===== src/rtl/round_sequencer.sv =====
`default_nettype none
// ============================================================================
// Module      : round_sequencer
// Description : Turn sequencer for a two-player throwing duel: aim, charge,
//               launch, flight, resolve, inter-turn gap and game over.
// Revision    : 1.0 - initial release
// ============================================================================
module round_sequencer #(
    parameter logic [7:0] HP_INIT           = 8'd100,
    parameter logic [7:0] DAMAGE            = 8'd20,
    parameter logic [7:0] POWER_STEP        = 8'd4,
    parameter logic [9:0] FLIGHT_TIMEOUT_FR = 10'd180,
    parameter logic [9:0] GAP_FR            = 10'd60
) (
    input  logic       clk,
    input  logic       rst,
    input  logic       space,
    input  logic       frame_tick,
    input  logic       throw_done,
    input  logic       hit,
    output logic       dog_turn,
    output logic       cat_turn,
    output logic       charging,
    output logic [7:0] power,
    output logic       throw_start,
    output logic [7:0] throw_power,
    output logic [7:0] hp_dog,
    output logic [7:0] hp_cat,
    output logic       game_over,
    output logic       winner
);

    localparam logic [2:0] c_s_aim     = 3'd0;
    localparam logic [2:0] c_s_charge  = 3'd1;
    localparam logic [2:0] c_s_launch  = 3'd2;
    localparam logic [2:0] c_s_flight  = 3'd3;
    localparam logic [2:0] c_s_resolve = 3'd4;
    localparam logic [2:0] c_s_gap     = 3'd5;
    localparam logic [2:0] c_s_over    = 3'd6;

    logic [2:0] r_state;
    logic [2:0] w_state_next;
    logic       r_space_d;
    logic       r_turn;          // 0 = dog throwing, 1 = cat throwing
    logic       r_hit_latch;
    logic [9:0] r_frame_cnt;
    logic       r_dog_turn;
    logic       r_cat_turn;
    logic       r_charging;
    logic [7:0] r_power;
    logic       r_throw_start;
    logic [7:0] r_throw_power;
    logic [7:0] r_hp_dog;
    logic [7:0] r_hp_cat;
    logic       r_game_over;
    logic       r_winner;

    logic       w_space_rise;
    logic [9:0] w_frame_inc;
    logic       w_flight_timeout;
    logic       w_gap_done;
    logic       w_any_dead;
    logic [8:0] w_power_sum;
    logic       w_turn_next;
    logic       w_hit_latch_next;
    logic [9:0] w_frame_cnt_next;
    logic [7:0] w_power_next;
    logic [7:0] w_throw_power_next;
    logic [7:0] w_hp_dog_next;
    logic [7:0] w_hp_cat_next;
    logic       w_winner_next;
    logic       w_in_turn;

    assign w_space_rise     = space & ~r_space_d;
    assign w_frame_inc      = r_frame_cnt + 10'd1;
    assign w_flight_timeout = frame_tick && (w_frame_inc == FLIGHT_TIMEOUT_FR);
    assign w_gap_done       = frame_tick && (w_frame_inc == GAP_FR);
    assign w_any_dead       = (r_hp_dog == 8'd0) || (r_hp_cat == 8'd0);
    assign w_power_sum      = {1'b0, r_power} + {1'b0, POWER_STEP};

    always_ff @(posedge clk) begin
        // Sampling space during reset too means a key held through reset
        // must be released before it can start a charge.
        r_space_d <= space;
        if (rst) begin
            r_state       <= c_s_aim;
            r_turn        <= 1'b0;
            r_hit_latch   <= 1'b0;
            r_frame_cnt   <= 10'd0;
            r_dog_turn    <= 1'b1;
            r_cat_turn    <= 1'b0;
            r_charging    <= 1'b0;
            r_power       <= 8'd0;
            r_throw_start <= 1'b0;
            r_throw_power <= 8'd0;
            r_hp_dog      <= HP_INIT;
            r_hp_cat      <= HP_INIT;
            r_game_over   <= 1'b0;
            r_winner      <= 1'b0;
        end else begin
            r_state       <= w_state_next;
            r_turn        <= w_turn_next;
            r_hit_latch   <= w_hit_latch_next;
            r_frame_cnt   <= w_frame_cnt_next;
            r_dog_turn    <= w_in_turn & ~w_turn_next;
            r_cat_turn    <= w_in_turn & w_turn_next;
            r_charging    <= (w_state_next == c_s_charge);
            r_power       <= w_power_next;
            r_throw_start <= (w_state_next == c_s_launch);
            r_throw_power <= w_throw_power_next;
            r_hp_dog      <= w_hp_dog_next;
            r_hp_cat      <= w_hp_cat_next;
            r_game_over   <= (w_state_next == c_s_over);
            r_winner      <= w_winner_next;
        end
    end

    always_comb begin
        w_state_next = r_state;
        case (r_state)
            c_s_aim:     if (w_space_rise) w_state_next = c_s_charge;
            c_s_charge:  if (!space) w_state_next = c_s_launch;
            c_s_launch:  w_state_next = c_s_flight;
            c_s_flight:  if (throw_done || w_flight_timeout) w_state_next = c_s_resolve;
            c_s_resolve: w_state_next = c_s_gap;
            c_s_gap: begin
                if (w_any_dead)      w_state_next = c_s_over;
                else if (w_gap_done) w_state_next = c_s_aim;
            end
            c_s_over:    w_state_next = c_s_over;
            default:     w_state_next = c_s_aim;
        endcase
    end

    always_comb begin
        w_turn_next        = r_turn;
        w_hit_latch_next   = r_hit_latch;
        w_frame_cnt_next   = r_frame_cnt;
        w_power_next       = r_power;
        w_throw_power_next = r_throw_power;
        w_hp_dog_next      = r_hp_dog;
        w_hp_cat_next      = r_hp_cat;
        w_winner_next      = r_winner;
        case (r_state)
            c_s_aim: begin
                if (w_space_rise) w_power_next = 8'd0;
            end
            c_s_charge: begin
                // A frame_tick coinciding with release is deliberately dropped.
                if (!space)          w_throw_power_next = r_power;
                else if (frame_tick) w_power_next = w_power_sum[8] ? 8'hFF : w_power_sum[7:0];
            end
            c_s_launch: begin
                w_hit_latch_next = 1'b0;
                w_frame_cnt_next = 10'd0;
            end
            c_s_flight: begin
                w_hit_latch_next = r_hit_latch | hit;
                if (frame_tick) w_frame_cnt_next = w_frame_inc;
            end
            c_s_resolve: begin
                w_frame_cnt_next = 10'd0;
                if (r_hit_latch) begin
                    if (r_turn) w_hp_dog_next = (r_hp_dog > DAMAGE) ? (r_hp_dog - DAMAGE) : 8'd0;
                    else        w_hp_cat_next = (r_hp_cat > DAMAGE) ? (r_hp_cat - DAMAGE) : 8'd0;
                end
            end
            c_s_gap: begin
                if (frame_tick) w_frame_cnt_next = w_frame_inc;
                if (w_state_next == c_s_aim) w_turn_next = ~r_turn;
                if (w_state_next == c_s_over) w_winner_next = r_turn;
            end
            default: begin
            end
        endcase
        w_in_turn = (w_state_next == c_s_aim)    || (w_state_next == c_s_charge) ||
                    (w_state_next == c_s_launch) || (w_state_next == c_s_flight) ||
                    (w_state_next == c_s_resolve);
    end

    assign dog_turn    = r_dog_turn;
    assign cat_turn    = r_cat_turn;
    assign charging    = r_charging;
    assign power       = r_power;
    assign throw_start = r_throw_start;
    assign throw_power = r_throw_power;
    assign hp_dog      = r_hp_dog;
    assign hp_cat      = r_hp_cat;
    assign game_over   = r_game_over;
    assign winner      = r_winner;

endmodule
`default_nettype wire


===== config.mk =====
export PLATFORM = sky130hd
export DESIGN_NAME = round_sequencer
export DESIGN_NICKNAME = d
export VERILOG_FILES = /design/src/rtl/round_sequencer.sv
export SDC_FILE = /design/constraint.sdc
export NUM_CORES = 1
export LEC_CHECK = 0
export CAP_MARGIN = 15
export CELL_PAD_IN_SITES_DETAIL_PLACEMENT = 1
export CELL_PAD_IN_SITES_GLOBAL_PLACEMENT = 1
export CORE_UTILIZATION = 42
export DETAILED_ROUTE_END_ITERATION = 16
export PLACE_DENSITY_LB_ADDON = 0.1
export SKIP_CTS_REPAIR_TIMING = 1
export SYNTH_ARGS = -nofsm -noshare
export SYNTH_HDL_FRONTEND = slang
export SYNTH_SLANG_ARGS = --single-unit

===== constraint.sdc =====
create_clock -name clk -period 5.83 [get_ports clk]
set_input_delay 1.749 -clock clk [delete_from_list [all_inputs] [get_ports clk]]
set_output_delay 1.749 -clock clk [all_outputs]
set_load 0.1 [all_outputs]

==> reports/results.tsv <==
metric	value	unit
outcome	completed	
share of cells above drive strength 1	6.47	%
Max transition margin	34.0	%
largest cells by area after synthesis	dfxtp_1 39%, a21oi_1 7.0%, nand2_1 5.3%	
Commonest cells post-synth	48 x dfxtp_1, 35 x a21oi_1, 35 x nand2_1	
CP Launch Type	input pin	
Worst-path clk slew	0.08	ns
layout-stage area growth over the synthesis result	18.9	%
ys flop type	dfxtp_1	
Synth Cell Area	0.00248	mm²
Rows	27	
routed len/inst	15.1	µm
Die ar.	0.00623	mm²
Initial Util	44.3	%
Residual DRC	0	
unique cell type count in the Yosys netlist	53	
Die H	78.9	µm
DRT Pass-1 Iters	4	
global-route wire length before repair	10300	µm
gr ovfl total	0	
Pleak	1.05	nW
CP max FO	7	
final worst path period share	64.3	%
top-count cell post-synth	dfxtp_1	
initial antenna violation count	0	
Initial DRC Count	86	
GRT Util Overall	21.0	%
area occupied by multi-input gates	0.00137	mm²
RSZ-0062 raised after global routing	false	
Max Clock Skew	0.0128	ns
shortest period the worst path allows	3.75	ns
Slew Limit Fails	0	
core outline area	0.00561	mm²
Horiz. Die Dim	78.9	µm
clock tree root driver cell	clkbuf_8	
I/O pin count	44	
Post-synth ARST share	0	%
Max Clk Rate	267	MHz
number of H-tree levels	2	
n_diodes	0	
number of flops mapped to enable cells by yosys	0	
PD cells	210	mW/mm²
# clock sinks	48	
Fin Hold WS	0.463	ns
endpoints failing setup	0	
Post-DP HPWL	4560	µm
Critical Path Sink Type	flip-flop	
Worst Path Required	6.03	ns
post-route antenna net violation count	0	
via count	2292	
Maximum Capacitance Violations	0	
Worst EP arrival	3.94	ns
vias per cell	5.56	
CTS buffer count	5	
final wirelength	6240	µm
clk_lat worst skew	0.31	ns
register bit total from synthesis	48	
dominant cell type by area after synthesis	dfxtp_1	
Max clock buf depth	2	
Final Hold Fails	0	
nets	353	
sequential fraction of the synthesis area	38.7	%
IO Port Bufs	39	
Worst R2R Path Depth	8	
vias in the first global route	2172	
Post-Synthesis Cells	308	
routability cong.	0.845	
YS warnings	0	
Hold/Removal Path Class	flip-flop to flip-flop	
largest net degree at the start of global routing	26	
peak supply drop	0.107	mV
fillers	719	
share of the synthesized area in the top cell type	38.7	%
Slew @ Worst Pin	0.987	ns
Worst Hold Depth	2	
CTS tree	done	
synthesized area per cell	8.07	µm²
WS Path Type	input pin to flip-flop	
setup_tns	0	ns
Register Area	961	µm²
area by class of cell:
type                       count  share of cell area (%)
clock buffer                   8                    3.05
multi-input combinational    233                    46.5
tap                           72                    3.05
sequential                    48                    32.5
inverter                      10                    1.27
timing repair buffer          41                    13.6
state kept, by name, summed over array words and instances (netlist names):
register,count
hp_cat,6
throw_power,7
r_turn,1
r_frame_cnt,10
dog_turn,1
power,7
r_hit_latch,1
charging,1
r_state,3
cat_turn,1
winner,1
r_space_d,1
hp_dog,6
game_over,1
throw_start,1
stage by stage:
step,instance area [µm²],power [W],setup slack [ns],utilization (%),std cells
global route,2960,0.000649,2.01,52.7,412
CTS,2950,0.000626,2.11,52.6,411
global placement,2860,0.000420,1.95,51.0,403
floorplan,2500,0.000405,2.66,-,311
detailed placement,2860,0.000422,1.86,51.0,403
finish,2960,0.000622,2.08,52.7,412
final timing paths:
kind                                      from              to  slack, ns
worst max-delay path                frame_tick       game_over       2.08
worst min-delay path            throw_power[2]  throw_power[2]       0.46
worst max register to register  r_frame_cnt[0]        charging       3.29
worst min register to register  throw_power[2]  throw_power[2]       0.46
power by group:
part / switching, W / internal [W] / leakage [nW]
clock: 0.000110 / 0.0000970 / 0.0455
sequential: 0.00000609 / 0.000332 / 0.388
combinational: 0.0000573 / 0.0000199 / 0.616
critical path, stage by stage:
cell and delay (ns):
clkdlybuf4s50_1 0.59, nand4b_1 0.14, a211o_1 0.27, nor4_1 0.49, a31o_2 0.25, a21oi_1 0.11, o21ba_4 0.23, nor2b_4 0.11
routing by layer:
| metal | GRT usage (%) | wire length [µm] | vias to the layer above |
|---|---|---|---|
| met5 | 0 | 0 | - |
| met4 | 7.09 | 93 | 0 |
| met3 | 3.79 | 176 | 10 |
| met2 | 35.6 | 2980 | 43 |
| met1 | 26.7 | 2990 | 1106 |
| li1 | - | - | 1133 |
layout by cell type, fill, tap and decap left out, types with 3 or more instances in the layout:
| cell type | n |
|---|---|
| ha_1 | 8 |
| nor2_1 | 34 |
| a21oi_1 | 35 |
| nand2b_1 | 5 |
| a211oi_1 | 3 |
| or4_1 | 3 |
| nor4_1 | 6 |
| inv_1 | 9 |
| o21ai_0 | 18 |
| nand3_1 | 10 |
| nor3_1 | 11 |
| conb_1 | 4 |
| and3_1 | 6 |
| nor2b_1 | 6 |
| nand2_1 | 35 |
| dfxtp_1 | 48 |
| clkdlybuf4s50_1 | 39 |
| clkbuf_8 | 6 |
| xnor2_1 | 5 |
| xor2_1 | 4 |
logic make-up after synthesis:
| family | share of synthesized area [%] |
|---|---|
| other | 0.151 |
| XOR/XNOR | 3.17 |
| AND/OR/NAND/NOR | 27.1 |
| AO/OA/AOI/OAI | 19.6 |
| flip-flops | 38.7 |
| adder cells (fa/ha/maj) | 4.03 |
| buffers and inverters | 6.49 |
| multiplexers | 0.806 |
Note: power is estimated with default switching activity, not from simulation.
